===== config.mk =====
export PLATFORM = sky130hd
export DESIGN_NAME = pipe_fetch_queue
export DESIGN_NICKNAME = d
export VERILOG_FILES = /design/src/rtl/pipe_pkg.sv /design/src/rtl/pfq_ram.sv /design/src/rtl/pipe_fetch_queue.sv
export SDC_FILE = /design/constraint.sdc
export NUM_CORES = 1
export LEC_CHECK = 0
export ABC_AREA = 1
export ABC_CLOCK_PERIOD_IN_PS = 5700
export CAP_MARGIN = 0
export CORE_ASPECT_RATIO = 1.4
export CORE_MARGIN = 3
export CORE_UTILIZATION = 45
export CTS_CLUSTER_SIZE = 28
export DETAILED_ROUTE_END_ITERATION = 12
export PLACE_DENSITY_LB_ADDON = 0.3
export SLEW_MARGIN = 20
export SYNTH_ARGS = -nofsm -noshare
export SYNTH_HDL_FRONTEND = slang
export SYNTH_SLANG_ARGS = --single-unit

===== constraint.sdc =====
create_clock -name clock -period 5.7 [get_ports clock]
set_clock_uncertainty 0.15 [all_clocks]
set_input_delay 0.57 -clock clock [delete_from_list [all_inputs] [get_ports clock]]
set_output_delay 0.57 -clock clock [all_outputs]
set_load 0.02 [all_outputs]

===== src/rtl/pipe_pkg.sv =====
// Shared pipeline constants: default widths and the bubble word.
// Fetch queue, pipeir and pipeid all draw their NOP from here.
package pipe_pkg;

  localparam int unsigned DATA_W_DEF = 32;
  localparam int unsigned ADDR_W_DEF = 32;
  localparam logic [31:0] NOP_WORD_DEF = 32'h0000_0000;

endpackage


===== src/rtl/pfq_ram.sv =====
// Fetch queue storage: one sync write port, one async read port.
// Contents are never cleared; validity lives in the control logic.
module pfq_ram
  import pipe_pkg::*;
#(
  parameter int unsigned DEPTH = 4,
  parameter int unsigned WIDTH = DATA_W_DEF + ADDR_W_DEF,
  localparam int unsigned AW = $clog2(DEPTH)
) (
  input  logic             clock_i,
  input  logic             we_i,
  input  logic [AW-1:0]    waddr_i,
  input  logic [WIDTH-1:0] wdata_i,
  input  logic [AW-1:0]    raddr_i,
  output logic [WIDTH-1:0] rdata_o
);

  logic [WIDTH-1:0] mem_q [DEPTH];

  // Write the offered entry into its slot.
  always_ff @(posedge clock_i) begin
    if (we_i) begin
      mem_q[waddr_i] <= wdata_i;
    end
  end

  assign rdata_o = mem_q[raddr_i];

endmodule


===== src/rtl/pipe_fetch_queue.sv =====
// Instruction queue between fetch and decode.
// Head is read combinationally; flush drops every entry.
module pipe_fetch_queue
  import pipe_pkg::*;
#(
  parameter int unsigned DATA_W = DATA_W_DEF,
  parameter int unsigned ADDR_W = ADDR_W_DEF,
  parameter int unsigned DEPTH  = 4,
  parameter logic [DATA_W-1:0] NOP_WORD =
    DATA_W'(NOP_WORD_DEF),
  localparam int unsigned PTR_W = $clog2(DEPTH),
  localparam int unsigned LVL_W = $clog2(DEPTH + 1)
) (
  input  logic              clock,
  input  logic              resetn,
  input  logic              flush,
  input  logic              enq_valid,
  output logic              enq_ready,
  input  logic [DATA_W-1:0] enq_inst,
  input  logic [ADDR_W-1:0] enq_pc4,
  output logic              deq_valid,
  input  logic              deq_ready,
  output logic [DATA_W-1:0] deq_inst,
  output logic [ADDR_W-1:0] deq_pc4,
  output logic [LVL_W-1:0]  level
);

  localparam logic [LVL_W-1:0] FULL = LVL_W'(DEPTH);
  localparam int unsigned W = DATA_W + ADDR_W;

  logic [PTR_W-1:0] rd_ptr_q, rd_ptr_d;
  logic [PTR_W-1:0] wr_ptr_q, wr_ptr_d;
  logic [LVL_W-1:0] level_q, level_d;
  logic             do_enq, do_deq;
  logic [W-1:0]     rdata;

  assign enq_ready = (level_q != FULL);
  assign deq_valid = (level_q != '0);
  assign level     = level_q;

  assign do_enq = enq_valid && enq_ready && !flush;
  assign do_deq = deq_valid && deq_ready && !flush;

  pfq_ram #(
    .DEPTH (DEPTH),
    .WIDTH (W)
  ) u_ram (
    .clock_i (clock),
    .we_i    (do_enq),
    .waddr_i (wr_ptr_q),
    .wdata_i ({enq_inst, enq_pc4}),
    .raddr_i (rd_ptr_q),
    .rdata_o (rdata)
  );

  assign deq_inst = deq_valid ? rdata[W-1:ADDR_W] : NOP_WORD;
  assign deq_pc4  = deq_valid ? rdata[ADDR_W-1:0] : '0;

  // Next pointers and occupancy; flush wins over any handshake.
  always_comb begin
    rd_ptr_d = rd_ptr_q;
    wr_ptr_d = wr_ptr_q;
    level_d  = level_q;
    if (do_enq) wr_ptr_d = wr_ptr_q + PTR_W'(1);
    if (do_deq) rd_ptr_d = rd_ptr_q + PTR_W'(1);
    unique case (1'b1)
      flush: begin
        rd_ptr_d = '0;
        wr_ptr_d = '0;
        level_d  = '0;
      end
      (do_enq && !do_deq): level_d = level_q + LVL_W'(1);
      (do_deq && !do_enq): level_d = level_q - LVL_W'(1);
      default: ;
    endcase
  end

  // Pointer and occupancy registers.
  always_ff @(posedge clock or negedge resetn) begin
    if (!resetn) begin
      rd_ptr_q <= '0;
      wr_ptr_q <= '0;
      level_q  <= '0;
    end else begin
      rd_ptr_q <= rd_ptr_d;
      wr_ptr_q <= wr_ptr_d;
      level_q  <= level_d;
    end
  end

endmodule


==> impl_metrics.json <==
{
  "fin_crit_ps": 4130,
  "fp-row-count": 66,
  "reg2reg_depth": 5,
  "worstPathArrival_ps": 3410,
  "coreArea_sq_um": 23500,
  "dieArea_sq_um": 26000,
  "globalRouteMet1Util_pct": 20.9,
  "synth-seq-cells": 263,
  "grt_pass1_wl_microns": 36300,
  "rsz0062_at_grt": "no",
  "cp_common_cell": "nand2_1",
  "hpwl_microns": 13200,
  "busiest_layer": "met2",
  "cts_setup_buffers": 0,
  "initial_utilization_pct": 46.1,
  "grt_start_max_net_pins": 111,
  "netlist_area_sq_um": 10800,
  "post-route-period-util_pct": 72.4,
  "clockBufferDepth": 3,
  "n_antenna_cell": 0,
  "gp_congestion": 0.737,
  "io_pins": 138,
  "p_leak_nw": 5.05,
  "yosysTopAreaCell": "edfxtp_1",
  "hp-class": "primary input to asynchronous set/reset pin",
  "cts-root-buf": "clkbuf_16",
  "ctsResizeCount": 0,
  "cpLargestDelayFamily": "buffers and inverters",
  "syn_to_final_growth_pct": 21.7,
  "fin_area_sq_um": 13200,
  "grt_pass1_vias": 7103,
  "r2r_end": "u_ram.mem_q[2][63]",
  "hold_buffers": 0,
  "slowest_delay_ps": 800,
  "power.density_nw_per_um2": 401,
  "multi_input_area_sq_um": 2580,
  "cts_buffers": 25,
  "worst-setup-path-type": "register to output pin",
  "seq_area_frac_synth_pct": 72.7,
  "fp.dieW_microns": 137,
  "power.total_w": 0.00528,
  "vdd_ir_drop_max_mv": 0.222,
  "placed_area_sq_um": 12400,
  "status": "completed",
  "detail-route-antenna-nets": 0,
  "tightest_slew_ps": 945,
  "grt_overflow": 0,
  "syn-num-nets": 1038,
  "numPortBuffers": 137,
  "ys_top_cells_by_area": "edfxtp_1 (71%), nand2_1 (18%), a21oi_1 (3.1%)",
  "antenna_found_initial": 2,
  "n_fill_cell": 1970,
  "regToRegSetupSlack_ps": 2740,
  "avgSynthCellArea_sq_um": 11.3,
  "synthCells": 961,
  "synth.distinct_cells": 21,
  "clock_sinks": 263,
  "cts.clk_slew.worst_paths_ps": 60,
  "cp_slowest_cell": "dfrtp_4",
  "cts_max_level": 1,
  "start_kind": "register",
  "vias_per_cell": 4.96,
  "grtUsageTotal_pct": 17.9,
  "grt_use_met3_pct": 3.24,
  "setup_viol": 0,
  "yosys_warnings": 0,
  "dieHeight_microns": 189,
  "post-route-drc-count": 0,
  "fmax_mhz": 242,
  "via_count": 7002,
  "drtPass1Iterations": 4,
  "hold_viol": 0,
  "crit_chain": "buf_4 -> nand2_1 -> nand2_1 -> nand2_1 -> a21oi_1 -> clkdlybuf4s50_1",
  "cp.required_ps": 4980,
  "cap_violations": 0,
  "routed_wl_microns": 23300,
  "timing.rr.start": "level[1]",
  "critPathCaptureType": "output pin",
  "use_met2_pct": 33.2,
  "ff_latch_area_sq_um": 7870,
  "cp-startpoint": "rd_ptr_q[0]",
  "clock_latency_ps": 510,
  "cp_max_fo": 83,
  "drtIter0Drc": 470,
  "fin_setup_tns_ps": 0,
  "wl_per_cell_microns": 16.5,
  "holdWs_ps": 187,
  "relSlewSlack_pct": 36.9,
  "cts_tree": "done",
  "slew_violations": 0,
  "worst-path-buf-inv": 2,
  "finalNetCount": 1163,
  "yosysTopAreaCellShare_pct": 71.0,
  "drive_gt1_share_pct": 5.07
}
==> area by class of cell <==
cell class / instances / share of cell area, %
Clock inverter: 15 / 1.02
Tap cell: 306 / 2.91
Sequential cell: 263 / 59.7
Clock buffer: 31 / 4.92
Inverter: 18 / 0.551
Multi-Input combinational cell: 631 / 19.6
Timing Repair Buffer: 147 / 11.3
==> worst max-delay path by stage <==
stage / depth (start not counted) / slack (ps) / to
2_1_floorplan: 4 / 1190 / u_ram.mem_q[0][0]
3_3_place_gp: 7 / 1980 / deq_inst[15]
3_5_place_dp: 7 / 1920 / deq_inst[18]
4_1_cts: 7 / 1370 / deq_inst[18]
5_1_grt: 6 / 1330 / deq_inst[2]
6_report: 6 / 1570 / deq_pc4[1]
==> per-stage QoR <==
stage	util, %	worst slack (ps)	instances
final	56.2	1570	1411
after global routing	56.2	1330	1411
after CTS	56.2	1370	1411
after detailed placement	52.8	1920	1365
after global placement	52.8	1980	1365
after floorplan	-	1190	961
==> kinds of logic after synthesis <==
kind of cell	Yosys count	share of synthesized area, %
AO/OA/AOI/OAI	68	3.14
flip-flops	263	72.7
adder cells (fa/ha/maj)	8	0.925
buffers and inverters	67	3.73
AND/OR/NAND/NOR	554	19.5
XOR/XNOR	1	0.0809
==> layout by cell type (no fill, tap or decap), drive strengths merged <==
cell type | synthesis | layout
a21oi | 66 | 66
xor2 | 1 | 1
bufinv | 0 | 2
o21ai | 2 | 2
edfxtp | 256 | 256
clkinv | 2 | 11
clkdlybuf4s50 | 0 | 137
nor2 | 8 | 8
dfrtp | 7 | 7
nand4 | 4 | 4
nand3 | 9 | 9
clkbuf | 3 | 31
ha | 8 | 8
clkinvlp | 0 | 1
nand2 | 533 | 533
buf | 46 | 10
inv | 16 | 19
==> state kept, by name, indices dropped and copies added, names as in the netlist <==
name	flops
rd_ptr_q	2
wr_ptr_q	2
level	3
u_ram.mem_q	256
==> routing by layer <==
layer  wire length [microns]  vias to the layer above
met2                   12400                      162
met1                    9150                     3351
li1                        -                     3447
met4                     499                        4
met3                    1210                       38
met5                      24                        -
==> synth_stat cells (all sizes together) <==
master  number
buf         46
inv         16
clkbuf       3
a21oi       66
nand3        9
xor2         1
dfrtp        7
clkinv       2
nand2      533
o21ai        2
nand4        4
edfxtp     256
nor2         8
ha           8
==> power by group <==
part / switching (W) / internal (W) / total, W
clock: 0.000675 / 0.000902 / 0.00158
sequential: 0.0000542 / 0.00220 / 0.00226
combinational: 0.000906 / 0.000539 / 0.00144
(Power assumes the default switching activity.)
